File: src/rtl/instr_encoder.sv
// RV32I field-bundle encoder that streams packed words into instruction memory.
// Define ENC_CHECK_EN to build immediate/format range checking that drives the sticky err flag.
module instr_encoder #(
  parameter int          ADDR_WIDTH = 8,
  parameter int unsigned BASE_ADDR  = 0
) (
  input  logic                  clk,
  input  logic                  rst_n,
  input  logic                  start,
  input  logic                  in_valid,
  output logic                  in_ready,
  input  logic [2:0]            fmt,
  input  logic [6:0]            opcode,
  input  logic [2:0]            funct3,
  input  logic [6:0]            funct7,
  input  logic [4:0]            rd,
  input  logic [4:0]            rs1,
  input  logic [4:0]            rs2,
  input  logic [31:0]           imm,
  input  logic                  last,
  output logic                  mem_we,
  output logic [ADDR_WIDTH-1:0] mem_addr,
  output logic [31:0]           mem_wdata,
  output logic                  busy,
  output logic                  done,
  output logic                  ovf,
  output logic [ADDR_WIDTH:0]   count,
  output logic                  err,
  output logic [1:0]            state_dbg
);

  // Handshake: a bundle is consumed on a rising edge where in_valid and in_ready
  // are both 1; in_ready is registered and is 1 only in LOAD, and the source must
  // hold the bundle stable while in_valid=1 and in_ready=0.

  typedef enum logic [1:0] {
    IDLE  = 2'd0,
    LOAD  = 2'd1,
    DRAIN = 2'd2
  } state_t;

  localparam logic [2:0] FMT_I = 3'b000;
  localparam logic [2:0] FMT_S = 3'b001;
  localparam logic [2:0] FMT_B = 3'b010;
  localparam logic [2:0] FMT_U = 3'b011;
  localparam logic [2:0] FMT_J = 3'b100;
  localparam logic [2:0] FMT_R = 3'b101;

  localparam logic [ADDR_WIDTH-1:0] BASE     = BASE_ADDR[ADDR_WIDTH-1:0];
  localparam logic [ADDR_WIDTH:0]   FULL     = {1'b1, {ADDR_WIDTH{1'b0}}};
  localparam logic [ADDR_WIDTH:0]   ONE      = {{ADDR_WIDTH{1'b0}}, 1'b1};
  localparam logic [31:0]           NOP_WORD = 32'h0000_0013;

  state_t      state;
  logic        accept;
  logic        last_slot;
  logic [31:0] enc_word;

  function automatic logic [31:0] encode(
    input logic [2:0]  f,
    input logic [6:0]  op,
    input logic [2:0]  f3,
    input logic [6:0]  f7,
    input logic [4:0]  r_d,
    input logic [4:0]  r_s1,
    input logic [4:0]  r_s2,
    input logic [31:0] im
  );
    logic [31:0] w;
    case (f)
      FMT_I:   w = {im[11:0], r_s1, f3, r_d, op};
      FMT_S:   w = {im[11:5], r_s2, r_s1, f3, im[4:0], op};
      FMT_B:   w = {im[12], im[10:5], r_s2, r_s1, f3, im[4:1], im[11], op};
      FMT_U:   w = {im[31:12], r_d, op};
      FMT_J:   w = {im[20], im[10:1], im[11], im[19:12], r_d, op};
      FMT_R:   w = {f7, r_s2, r_s1, f3, r_d, op};
      default: w = NOP_WORD;
    endcase
    return w;
  endfunction

`ifdef ENC_CHECK_EN
  logic viol;

  // A value fits an N-bit signed field when all bits from N-1 upward agree.
  function automatic logic violation(input logic [2:0] f, input logic [31:0] im);
    logic v;
    case (f)
      FMT_I, FMT_S: v = !((&im[31:11]) || (~|im[31:11]));
      FMT_B:        v = !((&im[31:12]) || (~|im[31:12])) || im[0];
      FMT_J:        v = !((&im[31:20]) || (~|im[31:20])) || im[0];
      FMT_U:        v = |im[11:0];
      FMT_R:        v = 1'b0;
      default:      v = 1'b1;
    endcase
    return v;
  endfunction

  always_comb viol = violation(fmt, imm);
`else
  assign err = 1'b0;
`endif

  always_comb begin
    enc_word  = encode(fmt, opcode, funct3, funct7, rd, rs1, rs2, imm);
    accept    = in_valid & in_ready;
    last_slot = ((count + ONE) == FULL);
  end

  assign busy      = (state != IDLE) | mem_we;
  assign state_dbg = state;

  always_ff @(posedge clk) begin
    if (!rst_n) begin
      state     <= IDLE;
      in_ready  <= 1'b0;
      mem_we    <= 1'b0;
      mem_addr  <= BASE;
      mem_wdata <= 32'h0;
      done      <= 1'b0;
      ovf       <= 1'b0;
      count     <= '0;
`ifdef ENC_CHECK_EN
      err       <= 1'b0;
`endif
    end else begin
      mem_we <= 1'b0;
      done   <= 1'b0;
      case (state)
        IDLE: begin
          if (start) begin
            state    <= LOAD;
            in_ready <= 1'b1;
            count    <= '0;
            ovf      <= 1'b0;
`ifdef ENC_CHECK_EN
            err      <= 1'b0;
`endif
          end
        end
        LOAD: begin
          if (accept) begin
            mem_we    <= 1'b1;
            mem_addr  <= BASE + count[ADDR_WIDTH-1:0];
            mem_wdata <= enc_word;
            count     <= count + ONE;
`ifdef ENC_CHECK_EN
            if (viol) err <= 1'b1;
`endif
            // Filling the last address ends the session exactly like last=1.
            if (last || last_slot) begin
              state    <= DRAIN;
              in_ready <= 1'b0;
              done     <= 1'b1;
              ovf      <= last_slot & ~last;
            end
          end
        end
        DRAIN: begin
          state <= IDLE;
        end
        default: begin
          state    <= IDLE;
          in_ready <= 1'b0;
        end
      endcase
    end
  end

endmodule

File: config.mk
export PLATFORM = sky130hd
export DESIGN_NAME = instr_encoder
export DESIGN_NICKNAME = d
export VERILOG_FILES = /design/src/rtl/instr_encoder.sv
export SDC_FILE = /design/constraint.sdc
export NUM_CORES = 1
export LEC_CHECK = 0
export CAP_MARGIN = 20
export CELL_PAD_IN_SITES_DETAIL_PLACEMENT = 0
export CELL_PAD_IN_SITES_GLOBAL_PLACEMENT = 1
export CORE_AREA = 4 4 146 92
export DETAILED_ROUTE_END_ITERATION = 10
export DIE_AREA = 0 0 150 96
export PLACE_DENSITY = 0.7
export SLEW_MARGIN = 20
export SYNTH_ARGS = -nofsm -noshare
export SYNTH_HDL_FRONTEND = slang
export SYNTH_SLANG_ARGS = --single-unit
File: constraint.sdc
create_clock -name clk -period 2.4 [get_ports clk]
set_clock_uncertainty 0.1 [all_clocks]
set_input_delay 0.36 -clock clk [delete_from_list [all_inputs] [get_ports clk]]
set_output_delay 0.36 -clock clk [all_outputs]
set_load 0.03 [all_outputs]
==> impl_results.md, run 1 <==
- Worst-path clk slew: 0.07 ns
- Warnings from Yosys: 0
- Met3 Wirelength: 1.12 mm
- Total GRT Usage: 0.146
- Clock H-tree levels: 2
- Synth Register Bits: 55
- Dpl hpwl: 8.14 mm
- Hold Crit Depth: 2
- Most frequent cells in the layout: clkdlybuf4s50_1 (127), dfxtp_1 (55), nor2_1 (42)
- Cell Area, Synth: 2960 um^2
- Hold Buf Count CTS: 0
- Die Wd: 150 um
- Post-CTS resize count: 0
- First-pass GRT wire length: 16.8 mm
- Min cycle time layout: 2.12 ns
- Clock Path Buffers: 2
- Clk sinks: 55
- Worst endpoint required time: 1.94 ns
- Post-Route WL: 10.8 mm
- Tcrit/Tclk final: 0.882
- Starting DRT DRC Count: 197
- Core region area: 11,900 um^2
- Filler Cell Count: 1,229
- Detail Route Antenna Nets: 0
- RSZ-0062 raised after global routing: false
- Row count: 31
- Area delta synth->final: 57.2%
- DRC violations left: 0
- Largest net degree at the start of global routing: 31
- Post-Route M1 WL: 5.15 mm
- Ys flop type: dfxtp_1
- Final Hold Fails: 0
- Total power: 2.43 mW
- Pleak: 1.63 nW
- Setup TNS: 0 ns
- EDFF count, synth: 0
- GP Congestion: 0.827
- Net count reported at finish: 561
- CTS tree: built
- Pwr per Cell Area: 522 nW/um^2
- CTS buffer count: 5
- DR vias/cell: 4.92
- Sequential area share after synthesis: 0.371
- Ports: 129
- Worst hold start: mem_wdata[29]
- Crit path kind: flop to output port
- WL/cell: 16.6 um
- Initial antenna violation count: 0
- Input/output buffers: 127
- Worst Setup Start Kind: flop
- Post-CTS Setup Repair Bufs: 0
- Worst Reg2Reg Path Length in Cells: 6
- Reg2reg start: count[3]
- Met2 Wirelength: 4.49 mm
- # setup viols final: 0
- CP arrival: 1.66 ns
- Outcome: completed
- Mapped Nets: 437
- Worst Setup SP: state_dbg[0]
- Via Count: 3,214
- Root buffer cell: clkbuf_16
- Vias in the first global route: 3,141
- Avg Cell Area, Syn: 8.17 um^2
- Pre-antenna DRT Iters: 4
- Mapped Cells: 363
- Min-delay worst type: flop to flop
- ANT cells: 0
- Most common cell after layout, fill and taps aside: clkdlybuf4s50_1
- Max Used Layer: met4
- Max VDD drop: 269 uV
- Clk_lat worst skew: 0.29 ns
- CP Max Fanout: 10
- Worst setup EP type: output port
- Max transition margin: 0.568
- Starting Density: 0.248
- Slew Limit Fails: 0
- Die height: 96 um
- Worst-Margin Slew: 0.646 ns
- Total Die Area: 14,400 um^2
- Max_cap viols: 0
- Overflow after GRT: 0
- Synth async-reset ratio: 0
- Layout cell share with drive strength beyond 1: 0.0984
- Max frequency: 0.473 GHz
- Synth unique cells: 54
-- layout make-up --
class	instances	area, um^2	share of cell area
clock inverters	2	60.1	0.0129
multi-input cells	272	1680	0.361
flip-flops and latches	55	1100	0.236
well taps	165	206	0.0443
inverters	3	11.3	0.00242
repair buffers	150	1470	0.315
clock buffers	6	129	0.0277
-- power by group --
group	internal, mW	total, mW	leakage (nW)	switching, mW
Sequential	0.942	0.962	0.445	0.0201
Clock	0.599	0.939	0.0911	0.340
Combinational	0.260	0.528	1.09	0.267
-- sequential cells by signal, indices dropped and copies added, names as in the netlist --
signal and cells:
count 9, done 1, in_ready 1, mem_addr 8, mem_wdata 32, mem_we 1
ovf 1, state_dbg 2
-- stage by stage --
step | hold WS (ns) | area, um^2 | utilization | worst slack (ns) | cells
final | 0.359 | 4660 | 0.390 | 0.284 | 653
after global routing | 0.386 | 4660 | 0.390 | 0.0546 | 653
after CTS | 0.362 | 4660 | 0.390 | 0.261 | 653
after detailed placement | 0.350 | 4470 | 0.374 | 0.130 | 645
after global placement | 0.344 | 4470 | 0.374 | 0.129 | 645
after floorplan | 0.408 | 2960 | - | 0.309 | 363
-- layer usage --
| metal | global-route usage | vias to the layer above |
|---|---|---|
| li1 | - | 1573 |
| met1 | 0.199 | 1521 |
| met2 | 0.222 | 112 |
| met3 | 0.0565 | 8 |
| met4 | 0.0259 | 0 |
| met5 | 0 | - |
-- cell families after synthesis --
kind of cell,share of synthesized area
flip-flops,0.371
adder cells (fa/ha/maj),0.00844
AO/OA/AOI/OAI,0.292
multiplexers,0.0532
other,0.00127
AND/OR/NAND/NOR,0.207
buffers and inverters,0.0637
XOR/XNOR,0.00296
-- path summary, 6_finish.rpt --
path                         to  slack [ns]
hold reg to reg   mem_wdata[29]        0.36
hold / removal    mem_wdata[29]        0.36
setup / recovery           busy        0.28
setup reg to reg           done        0.29
-- Yosys cell counts, drive strengths merged (2+ instances only) --
master / number / area [um^2]
mux2: 6 / 67.6
o22ai: 5 / 31.3
o221ai: 10 / 87.6
a31oi: 2 / 12.5
clkbuf: 12 / 48.8
a22oi: 21 / 158
nand2: 30 / 113
buf: 20 / 120
nand3: 7 / 35.0
and4b: 2 / 20.0
ha: 2 / 25.0
nand2b: 8 / 50.1
nor2b: 15 / 93.8
a21oi: 37 / 196
nor2: 43 / 161
o221a: 3 / 33.8
mux2i: 9 / 90.1
o2111ai: 6 / 52.6
a22o: 4 / 35.0
dfxtp: 55 / 1100
inv: 2 / 7.50
or2: 2 / 12.5
nand3b: 3 / 22.5
nor3: 6 / 30.0
and2: 2 / 15.0
a221oi: 5 / 43.8
a211oi: 3 / 27.5
o21ai: 25 / 125
-- critical path: stages (launching register included) --
cell             delay [ns]
dfxtp_1                0.39
or3_1                  0.37
clkdlybuf4s50_1        0.61
No activity file was read; power rests on OpenSTA's default activity.
==> inputs of run 2 (changes only) <==
--- a/config.mk
+++ b/config.mk
@@ -9,6 +9,7 @@
 export CELL_PAD_IN_SITES_DETAIL_PLACEMENT = 0
 export CELL_PAD_IN_SITES_GLOBAL_PLACEMENT = 1
 export CORE_AREA = 4 4 146 92
+export CTS_BUF_LIST = sky130_fd_sc_hd__clkbuf_8
 export DETAILED_ROUTE_END_ITERATION = 10
 export DIE_AREA = 0 0 150 96
 export PLACE_DENSITY = 0.7
==> impl_results.md, run 2 (same netlist as run 1, synthesis figures left out) <==
- Tcrit/Tclk final: 0.894 (+0.0120)
- Hold Buf Count CTS: 0 (unchanged)
- Filler Cell Count: 1,237 (+0.65%)
- DR vias/cell: 4.89 (-0.59%)
- Max frequency: 0.466 GHz (-1.3%)
- Post-Layout Cell Count: 653 (unchanged)
- Dpl cells: 645 (unchanged)
- CTS buffer count: 5 (unchanged)
- Input/output buffers: 127 (unchanged)
- Final core occ: 0.385 (-0.00471)
- Sw frac: 0.274 (+0.0154)
- Pre-antenna DRT Iters: 4 (unchanged)
- Biggest regs: mem_wdata (32), count (9), mem_addr (8)
- Setup TNS: 0 ns (unchanged)
- Net count reported at finish: 561 (unchanged)
- Worst-Margin Slew: 0.659 ns (+0.0136 ns)
- Worst Reg2Reg Path Length in Cells: 6 (unchanged)
- Clk sinks: 55 (unchanged)
- Logic pwr share: 0.237 (+0.020)
- Worst-path clk slew: 0.10 ns (+0.03 ns)
- Flop pwr share: 0.433 (+0.037)
- Initial antenna violation count: 0 (unchanged)
- Max transition margin: 0.559 (-0.00912)
- Crit path kind: flop to output port
- R2R Path End: done
- Pleak: 1.61 nW (-1.3%)
- P_int: 1.62 mW (-10%)
- Total Die Area: 14,400 um^2 (unchanged)
- Total GRT Usage: 0.146 (+0.000318)
- Worst setup EP type: output port
- Core region area: 11,900 um^2 (unchanged)
- Worst endpoint required time: 1.94 ns (about the same)
- Die Wd: 150 um (unchanged)
- Overflow after GRT: 0 (unchanged)
- CP Max Fanout: 10 (unchanged)
- CTS tree: built
- Starting DRT DRC Count: 204 (+3.6%)
- Worst Setup SP: state_dbg[0]
- Starting Density: 0.248 (unchanged)
- GP Congestion: 0.827 (unchanged)
- Fin Hold WS: 0.364 ns (+0.00436 ns)
- Via Count: 3,195 (-0.59%)
- R2R setup slack: 0.28 ns (about the same)
- Most frequent cells in the layout: clkdlybuf4s50_1 (127), dfxtp_1 (55), nor2_1 (42)
- ANT cells: 0 (unchanged)
- Vias in the first global route: 3,157 (+0.51%)
- Clock Path Buffers: 2 (unchanged)
- Area delta synth->final: 55.3%
- Largest net degree at the start of global routing: 31 (unchanged)
- Min-delay worst type: flop to flop
- Net Switching: 0.609 mW (-2.9%)
- Pwr per Cell Area: 484 nW/um^2 (-7.3%)
- Max_cap viols: 0 (unchanged)
- WL/cell: 16.7 um (+0.57%)
- Ports: 129 (unchanged)
- Clock H-tree levels: 2 (unchanged)
- Critical path endpoint: busy
- Die height: 96 um (unchanged)
- DRC violations left: 0 (unchanged)
- Post-route setup slack: 0.255 ns (-0.0288 ns)
- Post-CTS Setup Repair Bufs: 0 (unchanged)
- First-pass GRT wire length: 16.8 mm (+0.17%)
- RSZ-0062 raised after global routing: false
- Clock power share: 0.330 (-0.057)
- Outcome: completed
- # setup viols final: 0 (unchanged)
- Layout cell share with drive strength beyond 1: 0.0984 (unchanged)
- Most common cell after layout, fill and taps aside: clkdlybuf4s50_1
- Root buffer cell: clkbuf_8
- Worst Setup Start Kind: flop
- Register with the most flip-flops: mem_wdata
- Pre-CTS setup slack: 0.130 ns (unchanged)
- Post-Route WL: 10.9 mm (+0.57%)
- Post-CTS resize count: 0 (unchanged)
- Detail Route Antenna Nets: 0 (unchanged)
- Reg2reg start: count[2]
- Max reg flops: 32 (unchanged)
- Dpl hpwl: 8.14 mm (unchanged)
- Row count: 31 (unchanged)
- Max VDD drop: 219 uV (-19%)
- CP arrival: 1.69 ns (+0.03 ns)
- Final Hold Fails: 0 (unchanged)
- Slew Limit Fails: 0 (unchanged)
- Clk_lat worst skew: 0.31 ns (+0.02 ns)
- Min cycle time layout: 2.15 ns (+0.0288 ns)
==> run 2: routing by layer <==
| layer | global-route usage | vias to the layer above | part of all wire |
|---|---|---|---|
| met3 | 0.0565 | 10 | 0.10 |
| met5 | 0 | - | 0 |
| met1 | 0.198 | 1507 | 0.47 |
| met4 | 0.0282 | 0 | 0.0083 |
| met2 | 0.224 | 105 | 0.42 |
| li1 | - | 1573 | - |
==> run 2: power by group through the flow <==
stage          sequential, mW  clock, mW  combinational (mW)
2_1_floorplan            1.04          0               0.202
3_3_place_gp            0.983          0               0.523
3_5_place_dp            0.984          0               0.526
4_1_cts                 0.964      0.768               0.529
5_1_grt                 0.969      0.797               0.568
6_report                0.963      0.735               0.528
==> run 2: metrics by stage <==
step           total power [mW]  cell area (um^2)
2_1_floorplan              1.24              2960
3_3_place_gp               1.51              4470
3_5_place_dp               1.51              4470
4_1_cts                    2.26              4600
5_1_grt                    2.33              4600
6_report                   2.23              4600
==> run 2: final cells by class <==
| class | instances | area (um^2) | area share |
|---|---|---|---|
| repair buffers | 150 | 1470 | 0.319 |
| clock inverters | 3 | 63.8 | 0.0139 |
| well taps | 165 | 206 | 0.0449 |
| inverters | 3 | 11.3 | 0.00245 |
| clock buffers | 5 | 68.8 | 0.0150 |
| flip-flops and latches | 55 | 1100 | 0.239 |
| multi-input cells | 272 | 1680 | 0.365 |
==> run 2: critical path, cell delays in order, from the launching register on <==
cell	delay (ns)
dfxtp_1	0.40
or3_1	0.37
clkdlybuf4s50_1	0.61
==> run 2: worst min-delay path by stage <==
stage	start	endpoint	slack (ns)	depth (start not counted)
2_1_floorplan	opcode[2]	mem_wdata[2]	0.41	2
3_3_place_gp	mem_addr[6]	mem_addr[6]	0.34	2
3_5_place_dp	mem_addr[3]	mem_addr[3]	0.35	2
4_1_cts	mem_addr[4]	mem_addr[4]	0.37	2
5_1_grt	mem_addr[5]	mem_addr[5]	0.39	2
6_report	mem_wdata[29]	mem_wdata[29]	0.36	2
==> inputs of run 3 (changes only) <==
--- a/config.mk
+++ b/config.mk
@@ -8,10 +8,10 @@
 export CAP_MARGIN = 20
 export CELL_PAD_IN_SITES_DETAIL_PLACEMENT = 0
 export CELL_PAD_IN_SITES_GLOBAL_PLACEMENT = 1
-export CORE_AREA = 4 4 146 92
+export CORE_AREA = 2 2 144 90
 export CTS_BUF_LIST = sky130_fd_sc_hd__clkbuf_8
 export DETAILED_ROUTE_END_ITERATION = 10
-export DIE_AREA = 0 0 150 96
+export DIE_AREA = 0 0 146 92
 export PLACE_DENSITY = 0.7
 export SLEW_MARGIN = 20
 export SYNTH_ARGS = -nofsm -noshare
==> impl_results.md, run 3 (same netlist as run 1, synthesis figures left out) <==
- Starting DRT DRC Count: 156 (-24%)
- Hold Buf Count CTS: 0 (unchanged)
- Largest net degree at the start of global routing: 36 (+16%)
- Max_cap viols: 0 (unchanged)
- First-pass GRT wire length: 16.6 mm (-1.5%)
- Min cycle time layout: 2.23 ns (+0.0821 ns)
- CP Max Fanout: 12 (+2)
- Via Count: 3,148 (-1.5%)
- Final Hold Fails: 0 (unchanged)
- Total Die Area: 13,400 um^2 (-6.7%)
- DR vias/cell: 4.82 (-1.5%)
- Initial antenna violation count: 0 (unchanged)
- Overflow after GRT: 0 (unchanged)
- Most common cell after layout, fill and taps aside: clkdlybuf4s50_1
- Dpl hpwl: 7.52 mm (-7.6%)
- Post-CTS resize count: 0 (unchanged)
- Fin Hold WS: 0.364 ns (+0.000332 ns)
- Clock Path Buffers: 2 (unchanged)
- Ports: 129 (unchanged)
- Total GRT Usage: 0.153 (+0.00718)
- Clk sinks: 55 (unchanged)
- Area delta synth->final: 53.1%
- CP arrival: 1.77 ns (+0.08 ns)
- Met3 Wirelength: 968 um (-15%)
- Post-route setup slack: 0.173 ns (-0.0821 ns)
- ANT cells: 0 (unchanged)
- Crit path kind: flop to output port
- Met2 Wirelength: 3.89 mm (-14%)
- DRC violations left: 0 (unchanged)
- Pleak: 1.58 nW (-1.9%)
- Post-Route M1 WL: 5.11 mm (-0.35%)
- Net count reported at finish: 556 (-0.89%)
- Worst setup EP type: output port
- Clock H-tree levels: 2 (unchanged)
- Pre-CTS setup slack: 0.198 ns (+0.0674 ns)
- Worst-path clk slew: 0.10 ns (about the same)
- Row count: 32 (+3.2%)
- Detail Route Antenna Nets: 0 (unchanged)
- WL/cell: 15.3 um (-8.3%)
- Slew Limit Fails: 0 (unchanged)
- Fin area: 4540 um^2 (-1.4%)
- Biggest regs: mem_wdata (32), count (9), mem_addr (8)
- Max VDD drop: 190 uV (-13%)
- Layout cell share with drive strength beyond 1: 0.0890 (-0.00933)
- Pwr per Cell Area: 439 nW/um^2 (-9.3%)
- Input/output buffers: 127 (unchanged)
- Worst endpoint required time: 1.94 ns (about the same)
- Most frequent cells in the layout: clkdlybuf4s50_1 (126), dfxtp_1 (55), nor2_1 (42)
- Max Used Layer: met4
- Max reg flops: 32 (unchanged)
- Starting Density: 0.240 (-0.00775)
- Max transition margin: 0.568 (+0.00917)
- Max frequency: 0.449 GHz (-3.7%)
- Core region area: 12,300 um^2 (+3.2%)
- Final core occ: 0.368 (-0.0171)
- Post-Route WL: 10.0 mm (-8.3%)
- Clk_lat worst skew: 0.30 ns (about the same)
- CTS tree: built
- Tcrit/Tclk final: 0.928 (+0.0342)
- Die height: 92 um (-4.2%)
- Die Wd: 146 um (-2.7%)
- RSZ-0062 raised after global routing: false
- Worst Setup Start Kind: flop
- Vias in the first global route: 3,103 (-1.7%)
- Min-delay worst type: flop to flop
- Filler Cell Count: 1,296 (+4.8%)
- Post-CTS Setup Repair Bufs: 0 (unchanged)
- Register with the most flip-flops: mem_wdata
- Dpl cell area: 4460 um^2 (-0.25%)
- Setup TNS: 0 ns (unchanged)
- Outcome: completed
- Root buffer cell: clkbuf_8
- Pre-antenna DRT Iters: 4 (unchanged)
- CTS buffer count: 5 (unchanged)
- # setup viols final: 0 (unchanged)
- Worst-Margin Slew: 0.641 ns (-0.0181 ns)
- GP Congestion: 0.817 (-1.3%)
## run 3: changes by cell type in the layout (fill, tap and decap cells not counted)
cell	change
buf_12	+2
buf_2	+1
buf_4	-7
bufinv_16	-2
clkdlybuf4s50_1	-1
clkinv_2	+1
inv_1	+1
## run 3: routing by layer
layer | GRT usage | vias up
li1 | - | 1568
met1 | 0.225 | 1449
met2 | 0.214 | 129
met3 | 0.0607 | 2
met4 | 0.0194 | 0
met5 | 0 | -
## run 3: area by class of cell
| class | count | area (um^2) | area share |
|---|---|---|---|
| repair buffers | 145 | 1450 | 0.320 |
| clock inverters | 3 | 12.5 | 0.00276 |
| clock buffers | 5 | 68.8 | 0.0152 |
| flip-flops and latches | 55 | 1100 | 0.243 |
| multi-input cells | 272 | 1680 | 0.370 |
| well taps | 170 | 213 | 0.0469 |
| inverters | 3 | 11.3 | 0.00248 |
## run 3: per-stage QoR
stage	power, mW	instances
floorplan	1.24	363
global placement	1.50	645
detailed placement	1.50	645
CTS	2.03	653
global route	2.10	653
finish	1.99	653
## run 3: power breakdown
group / switching (mW) / internal [mW]
combinational: 0.262 / 0.259
clock: 0.308 / 0.198
sequential: 0.0217 / 0.943
## run 3: path summary, 6_finish.rpt
check               start           end  slack [ns]  depth (start not counted)
max reg2reg      count[3]  state_dbg[1]        0.29                          6
min           mem_addr[1]   mem_addr[1]        0.36                          2
max          state_dbg[1]          busy        0.17                          2
min reg2reg   mem_addr[1]   mem_addr[1]        0.36                          2
## run 3: worst max-delay path, stage by stage, from the launching register on
cell             delay, ns
dfxtp_1               0.45
or3_1                 0.42
clkdlybuf4s50_1       0.60
